$ cat src/rtl/mips_pkg.sv
// Shared defaults and FSM encoding for the instruction fetch slice.
package mips_pkg;
    localparam int         AW_DEF       = 8;
    localparam int         DW_DEF       = 16;
    localparam logic [7:0] RESET_PC_DEF = 8'h00;

    typedef enum logic {
        ST_IDLE = 1'b0,
        ST_RUN  = 1'b1
    } fetch_state_e;
endpackage

$ cat src/rtl/fetch_buf.sv
// Two-entry in-order instruction buffer; entry 0 is the head presented downstream.
module fetch_buf
    import mips_pkg::*;
#(
    parameter int AW = AW_DEF,
    parameter int DW = DW_DEF
) (
    input  logic          clk,
    input  logic          rst,
    input  logic          flush,
    input  logic          push,
    input  logic [DW-1:0] push_data,
    input  logic [AW-1:0] push_pc,
    input  logic          pop,
    output logic [1:0]    occ,
    output logic [DW-1:0] head_data,
    output logic [AW-1:0] head_pc
);
    logic [1:0]    occ_q, occ_d, base;
    logic [DW-1:0] d0_q, d0_d, d1_q, d1_d;
    logic [AW-1:0] p0_q, p0_d, p1_q, p1_d;

    always_comb begin
        occ_d = occ_q;
        d0_d  = d0_q;
        d1_d  = d1_q;
        p0_d  = p0_q;
        p1_d  = p1_q;
        base  = occ_q;
        if (flush) begin
            occ_d = 2'd0;
        end else begin
            // Slot the incoming word lands in, after the head (if popped) has left.
            base = occ_q - {1'b0, pop};
            if (pop && occ_q == 2'd2) begin
                d0_d = d1_q;
                p0_d = p1_q;
            end
            if (push) begin
                if (base == 2'd0) begin
                    d0_d = push_data;
                    p0_d = push_pc;
                end else begin
                    d1_d = push_data;
                    p1_d = push_pc;
                end
            end
            occ_d = base + {1'b0, push};
        end
    end

    always_ff @(posedge clk) begin
        if (rst) begin
            occ_q <= 2'd0;
            d0_q  <= '0;
            d1_q  <= '0;
            p0_q  <= '0;
            p1_q  <= '0;
        end else begin
            occ_q <= occ_d;
            d0_q  <= d0_d;
            d1_q  <= d1_d;
            p0_q  <= p0_d;
            p1_q  <= p1_d;
        end
    end

    assign occ       = occ_q;
    assign head_data = d0_q;
    assign head_pc   = p0_q;
endmodule

$ cat src/rtl/fetch_unit.sv
// Instruction fetch: issues ROM reads with a one-cycle response, buffers up to two
// words for decode, and supports redirects; at most two words are ever owed.
module fetch_unit
    import mips_pkg::*;
#(
    parameter int            AW       = AW_DEF,
    parameter int            DW       = DW_DEF,
    parameter logic [AW-1:0] RESET_PC = AW'(RESET_PC_DEF)
) (
    input  logic          clk,
    input  logic          rst,
    input  logic          i_en,
    input  logic          i_redirect,
    input  logic [AW-1:0] i_redirect_pc,
    input  logic          i_ready,
    output logic          o_rom_rd,
    output logic [AW-1:0] o_rom_addr,
    input  logic [DW-1:0] i_rom_rdata,
    output logic          o_valid,
    output logic [DW-1:0] o_instr,
    output logic [AW-1:0] o_pc
);
    localparam logic [AW-1:0] PC_ONE = AW'(1);

    fetch_state_e  state_q, state_d;
    logic [AW-1:0] pc_q, pc_d, infl_addr_q, infl_addr_d;
    logic          infl_q, infl_d;
    logic [1:0]    occ;
    logic          pop, buf_push, buf_pop, buf_flush;
    logic [2:0]    level;

    assign o_valid = (occ != 2'd0);
    assign pop     = o_valid & i_ready;
    // Words owed after this edge's pop, counting the response landing now.
    assign level   = {1'b0, occ} + {2'b00, infl_q} - {2'b00, pop};

    always_comb begin
        state_d     = state_q;
        pc_d        = pc_q;
        infl_d      = 1'b0;
        infl_addr_d = infl_addr_q;
        o_rom_rd    = 1'b0;
        o_rom_addr  = pc_q;
        buf_push    = 1'b0;
        buf_pop     = 1'b0;
        buf_flush   = 1'b0;
        if (!rst) begin
            if (i_redirect) begin
                buf_flush = 1'b1;
                if (i_en) begin
                    o_rom_rd    = 1'b1;
                    o_rom_addr  = i_redirect_pc;
                    pc_d        = i_redirect_pc + PC_ONE;
                    infl_d      = 1'b1;
                    infl_addr_d = i_redirect_pc;
                end else begin
                    pc_d = i_redirect_pc;
                end
            end else begin
                buf_push = infl_q;
                buf_pop  = pop;
                if (i_en && level <= 3'd1) begin
                    o_rom_rd    = 1'b1;
                    pc_d        = pc_q + PC_ONE;
                    infl_d      = 1'b1;
                    infl_addr_d = pc_q;
                end
            end
            case (state_q)
                ST_IDLE: if (i_en) state_d = ST_RUN;
                ST_RUN:  if (!i_en && !infl_q) state_d = ST_IDLE;
                default: state_d = ST_IDLE;
            endcase
        end
    end

    always_ff @(posedge clk) begin
        if (rst) begin
            state_q     <= ST_IDLE;
            pc_q        <= RESET_PC;
            infl_q      <= 1'b0;
            infl_addr_q <= '0;
        end else begin
            state_q     <= state_d;
            pc_q        <= pc_d;
            infl_q      <= infl_d;
            infl_addr_q <= infl_addr_d;
        end
    end

    fetch_buf #(.AW(AW), .DW(DW)) u_buf (
        .clk       (clk),
        .rst       (rst),
        .flush     (buf_flush),
        .push      (buf_push),
        .push_data (i_rom_rdata),
        .push_pc   (infl_addr_q),
        .pop       (buf_pop),
        .occ       (occ),
        .head_data (o_instr),
        .head_pc   (o_pc)
    );
endmodule

$ cat config.mk
export PLATFORM = sky130hd
export DESIGN_NAME = fetch_unit
export DESIGN_NICKNAME = d
export VERILOG_FILES = /design/src/rtl/mips_pkg.sv /design/src/rtl/fetch_buf.sv /design/src/rtl/fetch_unit.sv
export SDC_FILE = /design/constraint.sdc
export NUM_CORES = 1
export LEC_CHECK = 0
export ABC_CLOCK_PERIOD_IN_PS = 12960
export CELL_PAD_IN_SITES_DETAIL_PLACEMENT = 0
export CELL_PAD_IN_SITES_GLOBAL_PLACEMENT = 1
export CORE_MARGIN = 2
export CORE_UTILIZATION = 42
export DETAILED_ROUTE_END_ITERATION = 16
export GPL_ROUTABILITY_DRIVEN = 1
export PLACE_DENSITY = 0.95
export SETUP_SLACK_MARGIN = 0.1
export SLEW_MARGIN = 15
export SYNTH_ARGS = -nofsm -noshare
export SYNTH_HDL_FRONTEND = slang
export SYNTH_SLANG_ARGS = --single-unit
$ cat constraint.sdc
create_clock -name clk -period 12.96 [get_ports clk]
set_input_delay 3.888 -clock clk [delete_from_list [all_inputs] [get_ports clk]]
set_output_delay 3.888 -clock clk [all_outputs]
set_load 0.01 [all_outputs]
==> metrics.md, run 1 <==
| Metric | Value |
|---|---|
| Class of the worst hold path | `reg2reg` |
| Worst-path clk slew | `0.07 ns` |
| Max Slew Vio Count | `0` |
| Tightest Pin Transition | `1.072 ns` |
| Crit path max fanout | `9` |
| Kind of critical path | `in2out` |
| Reg power frac | `48.7%` |
| Die area | `0.008060 mm²` |
| Die Span X | `89.78 µm` |
| Commonest non-fill, non-tap cell in the layout | `dfxtp_1` |
| Fin crit period | `11.10 ns` |
| Area delta synth->final | `28.99%` |
| # DRC | `0` |
| Cell depth of the worst hold path | `2` |
| Starting Density | `43.07%` |
| VDD IR max | `0.06028 mV` |
| Filler cell count | `652` |
| Clk sinks | `67` |
| Leak | `1.438 nW` |
| Post-synth design cell area | `0.003090 mm²` |
| Drt pass-1 iters | `5` |
| Relative slew slack | `28.38%` |
| Vias/cell | `5.350` |
| Post-route ant nets | `0` |
| CTS-repair resized insts | `0` |
| Worst skew pair latency | `0.34 ns` |
| Post-CTS setup buffer count | `0` |
| Nature of the critical path endpoint | `primary output` |
| Max Root-Sink Buffers | `2` |
| GR Overflow Total | `0` |
| Design Power | `448.6 µW` |
| Yosys cell types | `44` |
| Port bufs | `62` |
| DP Wirelength | `4863 µm` |
| Via count | `2584` |
| Final Hold Fails | `0` |
| Final setup vio count | `0` |
| Worst endpoint data arrival time | `7.21 ns` |
| Slowest CP cell | `clkdlybuf4s50_1` |
| Top FF cell, synth | `dfxtp_1` |
| CP max stage delay | `0.57 ns` |
| First-pass GRT wire length | `12560 µm` |
| Sequential share of the synthesized area | `43.40%` |
| Dpl cell area | `0.003780 mm²` |
| Synthesis-stage register bit count | `67` |
| Avg WL per Cell | `15.04 µm` |
| Final period util | `85.65%` |
| Crit-path leading delay family | `buffers and inverters` |
| # hold bufs at CTS | `0` |
| CP startpoint kind | `input pin` |
| Required @ worst endpoint | `9.07 ns` |
| Ys async rst share | `0%` |
| Largest net degree at the start of global routing | `50` |
| Vias in the first global route | `2631` |
| Fmax | `90.09 MHz` |
| Cell Int Power | `331.5 µW` |
| Clock Skew | `0.008726 ns` |
| Run status | `completed` |
| CTS tree | `built` |
| CTS buffer count | `9` |
| Switching Share | `26.10%` |
| Initial DRC Count | `88` |
| Ys Warns | `0` |
| Combinational share of power | `11.5%` |
| Drt total wl | `7262 µm` |
| RSZ-0062 raised after global routing | `no` |
| Setup_tns | `0 ns` |
| Total GRT Usage | `18.83%` |
| Initial antenna violation count | `0` |
| Number of enable flip-flop cells after synthesis | `0` |
| Pre-CTS setup slack | `1.884 ns` |
| Mapped Cells | `323` |
| Row cnt | `31` |
| Die H | `89.78 µm` |
| Worst reg-to-reg path cell count | `11` |
| Worst Path Buf+Inv | `4` |
| Final instance area | `0.003986 mm²` |
| Synth Net Count | `359` |
| Total core area | `0.007176 mm²` |
| Pwr dens | `112.5 mW/mm²` |
| CP Depth | `12` |
| Mean area per synthesized cell | `9.568 µm²` |
| I/O Pins | `63` |
| Routability Congestion | `0.8627` |
| Sw Pwr | `117.1 µW` |
| Clock power share | `39.8%` |
| Final setup margin | `1.859 ns` |
| Layout cell share with drive strength beyond 1 | `9.375%` |
| H-tree Lvls | `3` |
| CP cell instances | `clkdlybuf4s50_1 -> and2_1 -> ha_1 -> inv_1 -> ha_1 -> inv_1 -> fa_1 -> nand2_1 -> o21ai_2 -> and2_1 -> nor2b_1 -> clkdlybuf4s50_1` |
| N_diodes | `0` |
| Final nets | `415` |
| Leading cell types in the layout, fill and taps excluded | `dfxtp_1, clkdlybuf4s50_1, mux2i_1, nor2_1, nand2_1` |
| Clock root cell | `clkbuf_8` |
| Total of max-cap violations | `0` |
-- final cells by class --
class | instances | area [µm²] | share of cell area, %
timing repair buffer | 65 | 638.1 | 16.01
tap | 99 | 123.9 | 3.107
multi-input combinational | 229 | 1650 | 41.40
clock buffer | 9 | 123.9 | 3.107
inverter | 7 | 26.28 | 0.6591
sequential | 67 | 1341 | 33.65
clock inverter | 7 | 82.58 | 2.072
-- stage by stage --
step	std cells	hold WS [ns]	util [%]
final	483	0.4894	55.55
after global routing	483	0.5262	55.55
after CTS	483	0.4952	55.55
after detailed placement	467	0.4764	52.68
after global placement	467	0.4640	52.68
after floorplan	323	0.4473	-
-- registers in the layout, summed over array words and instances, names as in the netlist --
signal           count
infl_addr_q          8
infl_q               1
pc_q                 8
u_buf.d1_q          16
u_buf.head_data     16
u_buf.head_pc        8
u_buf.occ            2
u_buf.p1_q           8
-- power groups by stage --
| stage | registers [mW] | clock network, mW | logic (mW) |
|---|---|---|---|
| global placement | 0.223 | 0 | 0.0509 |
| CTS | 0.218 | 0.183 | 0.0520 |
| floorplan | 0.222 | 0 | 0.0259 |
| global route | 0.219 | 0.192 | 0.0567 |
| detailed placement | 0.223 | 0 | 0.0516 |
| finish | 0.218 | 0.179 | 0.0517 |
-- worst register-to-register path, cell delays in order, from the launching register on --
cell and delay (ns):
dfxtp_1 0.42, or2_2 0.36, and2_1 0.16, ha_1 0.26
inv_1 0.06, ha_1 0.12, inv_1 0.05, fa_1 0.54
nand4_1 0.19, nor4b_1 0.54, xnor2_1 0.12, a211oi_1 0.22
-- worst paths after layout --
kind / start / end / slack [ns]
worst max-delay path: i_ready / o_rom_rd / 1.86
worst min-delay path: u_buf.p1_q[2]$_SDFFE_PP0P_ / u_buf.p1_q[2]$_SDFFE_PP0P_ / 0.49
worst max register to register: u_buf.occ[1]$_SDFF_PP0_ / pc_q[5]$_SDFFE_PP0P_ / 9.83
worst min register to register: u_buf.p1_q[2]$_SDFFE_PP0P_ / u_buf.p1_q[2]$_SDFFE_PP0P_ / 0.49
-- cell usage after synthesis, drive strengths merged (8+ instances only) --
cell    instances  area [µm²]
and3           10       62.56
a211oi         11       82.58
buf             8       51.29
a22oi          17       127.6
o21ai          20       103.9
clkbuf         12       45.04
nor2           27       101.4
a21oi          13       68.82
mux2i          34       340.3
dfxtp          67        1341
nand2          24       90.09
-- logic make-up after synthesis --
logic type | share of synthesized area, %
and+or+nand+nor | 14.78
AOI/OAI and AO/OA | 17.29
DFF | 43.40
muxes | 13.56
buffers and inverters | 3.967
xor gates and xnor gates | 3.927
adders and majority gates | 3.077
-- routing by layer --
layer / up-vias / wire (µm) / track usage [%]
met3: 8 / 368 / 3.604
li1: 1294 / - / -
met1: 1202 / 3370 / 24.21
met2: 80 / 3426 / 31.31
met4: 0 / 97 / 7.436
met5: - / 0 / 0
(Power assumes the default switching activity.)
==> inputs of run 2 (changes only) <==
--- a/config.mk
+++ b/config.mk
@@ -8,7 +8,6 @@
 export ABC_CLOCK_PERIOD_IN_PS = 12960
 export CELL_PAD_IN_SITES_DETAIL_PLACEMENT = 0
 export CELL_PAD_IN_SITES_GLOBAL_PLACEMENT = 1
-export CORE_MARGIN = 2
 export CORE_UTILIZATION = 42
 export DETAILED_ROUTE_END_ITERATION = 16
 export GPL_ROUTABILITY_DRIVEN = 1
==> run 2 against run 1 <==
Compared with the run above:
- combinational power hardly changed
- register-to-register slack better by 0.08 ns
- clock power fell by 15%
- largest power group unchanged
- highest routed layer unchanged
==> metrics.md, run 2 (same netlist as run 1, synthesis figures left out) <==
| Metric | Value |
|---|---|
| Port bufs | `62 (unchanged)` |
| Total of max-cap violations | `0 (unchanged)` |
| Relative slew slack | `29.81% (was 28.38%)` |
| Vias in the first global route | `2465 (was 2631)` |
| Initial antenna violation count | `0 (unchanged)` |
| R2R Path Start | `u_buf.occ[1]$_SDFF_PP0_ (unchanged)` |
| Worst endpoint data arrival time | `7.12 ns (was 7.21 ns)` |
| Class of the worst hold path | `reg2reg (unchanged)` |
| Setup_tns | `0 ns (unchanged)` |
| Largest net degree at the start of global routing | `50 (unchanged)` |
| I/O Pins | `63 (unchanged)` |
| Busiest layer in global routing | `met2 (unchanged)` |
| CTS buffer count | `9 (unchanged)` |
| RSZ-0062 raised after global routing | `no (unchanged)` |
| CTS tree | `built (unchanged)` |
| Filler cell count | `607 (was 652)` |
| Vias/cell | `5.417 (was 5.350)` |
| Initial DRC Count | `144 (was 88)` |
| GR Overflow Total | `0 (unchanged)` |
| Total GRT Usage | `19.50% (was 18.83%)` |
| Total core area | `0.006944 mm² (was 0.007176 mm²)` |
| Required @ worst endpoint | `9.07 ns (about the same)` |
| Crit path max fanout | `9 (unchanged)` |
| CP startpoint | `i_ready (unchanged)` |
| Fin crit period | `11.01 ns (was 11.10 ns)` |
| Met1 Track Usage GR | `24.58% (was 24.21%)` |
| Final instance area | `0.003958 mm² (was 0.003986 mm²)` |
| CP startpoint kind | `input pin (unchanged)` |
| Hold path start | `infl_addr_q[7]$_SDFFE_PP0P_ (was u_buf.p1_q[2]$_SDFFE_PP0P_)` |
| Pwr dens | `107.0 mW/mm² (was 112.5 mW/mm²)` |
| Die H | `87.78 µm (was 89.78 µm)` |
| Fmax | `90.85 MHz (was 90.09 MHz)` |
| Drt total wl | `7039 µm (was 7262 µm)` |
| Routability Congestion | `0.8292 (was 0.8627)` |
| N_diodes | `0 (unchanged)` |
| Final Hold Fails | `0 (unchanged)` |
| Layout cell share with drive strength beyond 1 | `9.585% (was 9.375%)` |
| Clock Skew | `0.01032 ns (was 0.008726 ns)` |
| Die Span X | `87.78 µm (was 89.78 µm)` |
| Final setup vio count | `0 (unchanged)` |
| Cell depth of the worst hold path | `2 (unchanged)` |
| Tightest Pin Transition | `1.051 ns (was 1.072 ns)` |
| Max Root-Sink Buffers | `2 (unchanged)` |
| Area delta synth->final | `28.06% (was 28.99%)` |
| Worst-path clk slew | `0.08 ns (was 0.07 ns)` |
| Clock root cell | `clkbuf_8 (unchanged)` |
| Leak | `1.442 nW (was 1.438 nW)` |
| Max Slew Vio Count | `0 (unchanged)` |
| Worst skew pair latency | `0.34 ns (about the same)` |
| Starting Density | `44.50% (was 43.07%)` |
| Worst setup endpoint | `o_rom_rd (unchanged)` |
| First-pass GRT wire length | `11670 µm (was 12560 µm)` |
| VDD IR max | `0.05704 mV (was 0.06028 mV)` |
| Dpl cell area | `0.003784 mm² (was 0.003780 mm²)` |
| Die area | `0.007705 mm² (was 0.008060 mm²)` |
| Post-CTS setup buffer count | `0 (unchanged)` |
| # hold bufs at CTS | `0 (unchanged)` |
| Drt pass-1 iters | `4 (was 5)` |
| Reg-to-reg endpoint | `infl_q$_DFF_P_ (was pc_q[5]$_SDFFE_PP0P_)` |
| Final period util | `84.93% (was 85.65%)` |
| Run status | `completed (unchanged)` |
| GR Layer Usage met2 | `31.71% (was 31.31%)` |
| H-tree Lvls | `3 (unchanged)` |
| Commonest non-fill, non-tap cell in the layout | `dfxtp_1 (unchanged)` |
| Post-route ant nets | `0 (unchanged)` |
| Avg WL per Cell | `14.60 µm (was 15.04 µm)` |
| Worst reg-to-reg path cell count | `11 (unchanged)` |
| Final nets | `417 (was 415)` |
| Via count | `2611 (was 2584)` |
| Worst R2R Setup Slack | `9.91 ns (was 9.83 ns)` |
| Leading cell types in the layout, fill and taps excluded | `dfxtp_1, clkdlybuf4s50_1, mux2i_1, nor2_1, nand2_1 (unchanged)` |
| # DRC | `0 (unchanged)` |
| Kind of critical path | `in2out (unchanged)` |
| DP Wirelength | `4763 µm (was 4863 µm)` |
| Nature of the critical path endpoint | `primary output (unchanged)` |
| GR Layer Usage met3 | `6.126% (was 3.604%)` |
| Clk sinks | `67 (unchanged)` |
| Row cnt | `30 (was 31)` |
| CTS-repair resized insts | `0 (unchanged)` |
==> run 2: cell count changes in the layout (fill, tap and decap cells not counted) <==
| cell | before | now |
|---|---|---|
| clkinv_4 | 0 | 2 |
| bufinv_16 | 1 | 0 |
| clkinvlp_4 | 2 | 0 |
| a41oi_1 | 0 | 1 |
| inv_8 | 1 | 0 |
| buf_4 | 3 | 5 |
| clkinv_2 | 0 | 3 |
| a41oi_2 | 1 | 0 |
| inv_6 | 3 | 2 |
==> run 2: stage by stage <==
| step | hold slack, ns | util (%) | std cells | total power [mW] | worst slack (ns) |
|---|---|---|---|---|---|
| 5_1_grt | 0.5217 | 56.99 | 482 | 0.4438 | 1.723 |
| 3_5_place_dp | 0.4735 | 54.49 | 466 | 0.2747 | 1.954 |
| 6_report | 0.4882 | 56.99 | 482 | 0.4235 | 1.953 |
| 3_3_place_gp | 0.4643 | 54.49 | 466 | 0.2742 | 2.015 |
| 4_1_cts | 0.4927 | 56.99 | 482 | 0.4269 | 1.940 |
| 2_1_floorplan | 0.4473 | - | 323 | 0.2481 | 3.164 |
==> run 2: critical path, cell delays in order <==
cell,delay (ns)
clkdlybuf4s50_1,0.46
and2_1,0.17
ha_1,0.26
inv_1,0.05
ha_1,0.13
inv_1,0.04
fa_1,0.53
nand2_1,0.09
o21ai_2,0.35
and2_1,0.35
nor2b_1,0.23
clkdlybuf4s50_1,0.56
==> run 2: area by class of cell <==
| class | count | area (µm²) | area share (%) |
|---|---|---|---|
| well taps | 96 | 120.1 | 3.035 |
| repair buffers | 67 | 653.1 | 16.50 |
| clock inverters | 7 | 50.05 | 1.265 |
| multi-input cells | 229 | 1643 | 41.51 |
| flip-flops and latches | 67 | 1341 | 33.89 |
| inverters | 7 | 26.28 | 0.6639 |
| clock buffers | 9 | 123.9 | 3.130 |
==> run 2: worst min path at each step <==
stage / to / slack (ns)
final: u_buf.head_pc[7]$_SDFFE_PP0N_ / 0.49
after global routing: u_buf.head_pc[3]$_SDFFE_PP0N_ / 0.52
after CTS: u_buf.p1_q[6]$_SDFFE_PP0P_ / 0.49
after detailed placement: u_buf.head_pc[1]$_SDFFE_PP0N_ / 0.47
after global placement: u_buf.p1_q[5]$_SDFFE_PP0P_ / 0.46
after floorplan: u_buf.head_pc[7]$_SDFFE_PP0N_ / 0.45
==> run 2: report_power, final <==
part	internal, mW	leakage (nW)	switching (mW)
logic	0.0275	0.804	0.0242
clock network	0.0703	0.0937	0.0830
registers	0.212	0.545	0.00633
==> run 2: routing by layer <==
| metal | wire length, µm | vias to the layer above |
|---|---|---|
| li1 | - | 1296 |
| met1 | 3290 | 1220 |
| met2 | 3210 | 88 |
| met3 | 472 | 7 |
| met4 | 65 | 0 |
| met5 | 0 | - |
==> inputs of run 3 (changes only) <==
--- a/config.mk
+++ b/config.mk
@@ -5,13 +5,13 @@
 export SDC_FILE = /design/constraint.sdc
 export NUM_CORES = 1
 export LEC_CHECK = 0
-export ABC_CLOCK_PERIOD_IN_PS = 12960
+export ABC_CLOCK_PERIOD_IN_PS = 10700
 export CELL_PAD_IN_SITES_DETAIL_PLACEMENT = 0
 export CELL_PAD_IN_SITES_GLOBAL_PLACEMENT = 1
-export CORE_UTILIZATION = 42
+export CORE_UTILIZATION = 39
 export DETAILED_ROUTE_END_ITERATION = 16
 export GPL_ROUTABILITY_DRIVEN = 1
-export PLACE_DENSITY = 0.95
+export PLACE_DENSITY = 0.9
 export SETUP_SLACK_MARGIN = 0.1
 export SLEW_MARGIN = 15
 export SYNTH_ARGS = -nofsm -noshare
==> constraint.sdc (replaced) <==
create_clock -name clk -period 10.7 [get_ports clk]
set_input_delay 3.21 -clock clk [delete_from_list [all_inputs] [get_ports clk]]
set_output_delay 3.21 -clock clk [all_outputs]
set_load 0.01 [all_outputs]
==> run 3 against run 2 <==
Compared with the run above:
- core utilization decreased by 4.9 points
- clock skew decreased by 0.0044 ns
- count of clock-buffer cells in the layout increased by 2
- final area increased by 1.3%
- worst hold slack got worse by 0.0034 ns
- global-route usage decreased by 2.0 points
- register-to-register slack got worse by 2.3 ns
==> metrics.md, run 3 (same netlist as run 1, synthesis figures left out) <==
| Metric | Value |
|---|---|
| RSZ-0062 raised after global routing | `no (unchanged)` |
| Crit path max fanout | `9 (unchanged)` |
| Total core area | `0.007687 mm² (was 0.006944 mm²)` |
| Tightest Pin Transition | `1.075 ns (was 1.051 ns)` |
| Finished Layout Cells | `488 (was 482)` |
| Row cnt | `32 (was 30)` |
| CTS tree | `built (unchanged)` |
| DP Wirelength | `4748 µm (was 4763 µm)` |
| Max Root-Sink Buffers | `2 (unchanged)` |
| N_diodes | `0 (unchanged)` |
| CP cell instances | `clkdlybuf4s50_1 -> and2_1 -> ha_1 -> inv_1 -> ha_1 -> inv_1 -> fa_1 -> xor2_2 -> o21ai_2 -> and2_1 -> nor2b_1 -> clkdlybuf4s50_1 (was clkdlybuf4s50_1 -> and2_1 -> ha_1 -> inv_1 -> ha_1 -> inv_1 -> fa_1 -> nand2_1 -> o21ai_2 -> and2_1 -> nor2b_1 -> clkdlybuf4s50_1)` |
| R2R Path Start | `u_buf.occ[1]$_SDFF_PP0_ (unchanged)` |
| VDD IR max | `0.09512 mV (was 0.05704 mV)` |
| Post-route ant nets | `0 (unchanged)` |
| CP startpoint | `i_ready (unchanged)` |
| Routability Congestion | `0.8858 (was 0.8292)` |
| Drt total wl | `6963 µm (was 7039 µm)` |
| Kind of critical path | `in2out (unchanged)` |
| Total of max-cap violations | `0 (unchanged)` |
| Leak | `1.452 nW (was 1.442 nW)` |
| Layout cell share with drive strength beyond 1 | `9.326% (was 9.585%)` |
| CP startpoint kind | `input pin (unchanged)` |
| Vias/cell | `5.277 (was 5.417)` |
| Clk sinks | `67 (unchanged)` |
| Clock root cell | `clkbuf_8 (unchanged)` |
| Final setup vio count | `0 (unchanged)` |
| Final Util | `52.13% (was 56.99%)` |
| CTS-repair resized insts | `0 (unchanged)` |
| CP max stage delay | `0.57 ns (was 0.56 ns)` |
| Worst endpoint data arrival time | `6.48 ns (was 7.12 ns)` |
| Worst-path clk slew | `0.07 ns (was 0.08 ns)` |
| Clock Skew | `0.005896 ns (was 0.01032 ns)` |
| H-tree Lvls | `3 (unchanged)` |
| Max Slew Vio Count | `0 (unchanged)` |
| Starting Density | `40.20% (was 44.50%)` |
| Worst skew pair latency | `0.33 ns (was 0.34 ns)` |
| Run status | `completed (unchanged)` |
| Cell depth of the worst hold path | `2 (unchanged)` |
| Die Span X | `91.02 µm (was 87.78 µm)` |
| Port bufs | `62 (unchanged)` |
| # hold bufs at CTS | `0 (unchanged)` |
| Multi-input gate area | `0.001650 mm² (was 0.001643 mm²)` |
| Design Power | `549.3 µW (was 423.5 µW)` |
| Initial DRC Count | `119 (was 144)` |
| Required @ worst endpoint | `7.49 ns (was 9.07 ns)` |
| Total GRT Usage | `17.49% (was 19.50%)` |
| Final nets | `417 (unchanged)` |
| Crit-path leading delay family | `buffers and inverters (unchanged)` |
| Avg WL per Cell | `14.27 µm (was 14.60 µm)` |
| Post-CTS setup buffer count | `0 (unchanged)` |
| # DRC | `0 (unchanged)` |
| Final period util | `90.59%` |
| Worst reg-to-reg path cell count | `11 (unchanged)` |
| Reg-to-reg endpoint | `infl_q$_DFF_P_ (unchanged)` |
| Fin crit period | `9.693 ns` |
| Die H | `91.02 µm (was 87.78 µm)` |
| Class of the worst hold path | `reg2reg (unchanged)` |
| Hold path start | `u_buf.p1_q[2]$_SDFFE_PP0P_ (was infl_addr_q[7]$_SDFFE_PP0P_)` |
| Relative slew slack | `28.15% (was 29.81%)` |
| CTS buffer count | `9 (unchanged)` |
| Slowest CP cell | `clkdlybuf4s50_1 (unchanged)` |
| Largest net degree at the start of global routing | `50 (unchanged)` |
| GR Overflow Total | `0 (unchanged)` |
| WHS Endpoint | `u_buf.p1_q[2]$_SDFFE_PP0P_ (was u_buf.head_pc[7]$_SDFFE_PP0N_)` |
| Dpl cells | `472 (was 466)` |
| Initial antenna violation count | `0 (unchanged)` |
| Worst R2R Setup Slack | `7.62 ns (was 9.91 ns)` |
| Via count | `2575 (was 2611)` |
| Worst Path Buf+Inv | `4 (unchanged)` |
| Commonest non-fill, non-tap cell in the layout | `dfxtp_1 (unchanged)` |
| I/O Pins | `63 (unchanged)` |
| Drt pass-1 iters | `4 (unchanged)` |
| CP Depth | `12 (unchanged)` |
| Pre-CTS setup slack | `1.039 ns (was 1.954 ns)` |
| Setup_tns | `0 ns (unchanged)` |
| Die area | `0.008285 mm² (was 0.007705 mm²)` |
| Pwr dens | `137.1 mW/mm² (was 107.0 mW/mm²)` |
| Final setup margin | `1.007 ns (was 1.953 ns)` |
| Area delta synth->final | `29.68% (was 28.06%)` |
| First-pass GRT wire length | `11700 µm (was 11670 µm)` |
| Nature of the critical path endpoint | `primary output (unchanged)` |
| Final Hold Fails | `0 (unchanged)` |
| Leading cell types in the layout, fill and taps excluded | `dfxtp_1, clkdlybuf4s50_1, mux2i_1, nor2_1, nand2_1 (unchanged)` |
| Fmax | `103.2 MHz` |
| Vias in the first global route | `2450 (was 2465)` |
| Filler cell count | `716 (was 607)` |
| Register area | `0.001341 mm² (unchanged)` |
## run 3: per-layer routing
layer / GRT usage (%) / part of all wire [%]
met5: 0 / 0
met4: 7.672 / 1.4
met3: 2.764 / 5.7
met2: 27.78 / 45
met1: 23.40 / 48
## run 3: stage by stage
step | hold WS, ns | cell area, µm²
after global routing | 0.5132 | 4008
after detailed placement | 0.4736 | 3799
after CTS | 0.4906 | 4008
after global placement | 0.4646 | 3799
final | 0.4848 | 4008
after floorplan | 0.4473 | 3090
## run 3: how the worst max path moves through the flow
| stage | endpoint | slack (ns) |
|---|---|---|
| final | o_rom_rd | 1.01 |
| after global routing | o_rom_rd | 0.79 |
| after CTS | o_rom_rd | 1.00 |
| after detailed placement | o_rom_rd | 1.04 |
| after global placement | o_rom_rd | 1.06 |
| after floorplan | o_rom_rd | 2.26 |
## run 3: worst register-to-register path: stages (launching register included)
cell and delay (ns):
dfxtp_1 0.41, or2_2 0.36, and2_1 0.17, ha_1 0.26, inv_1 0.06, ha_1 0.13
inv_1 0.05, fa_1 0.40, xor2_2 0.22, o21ai_2 0.34, and2_1 0.35, nor2b_1 0.25
## run 3: report_power, final
| part | switching, mW | internal (mW) |
|---|---|---|
| logic | 0.0297 | 0.0334 |
| registers | 0.00744 | 0.257 |
| clock network | 0.0909 | 0.131 |
| total | 0.128 | 0.421 |
## run 3: cell type report
class / instances / area share (%)
Multi-Input combinational cell: 229 / 41.18
Sequential cell: 67 / 33.47
Timing Repair Buffer: 67 / 16.30
Clock buffer: 11 / 3.278
Tap cell: 102 / 3.185
Clock inverter: 5 / 1.936
Inverter: 7 / 0.6556
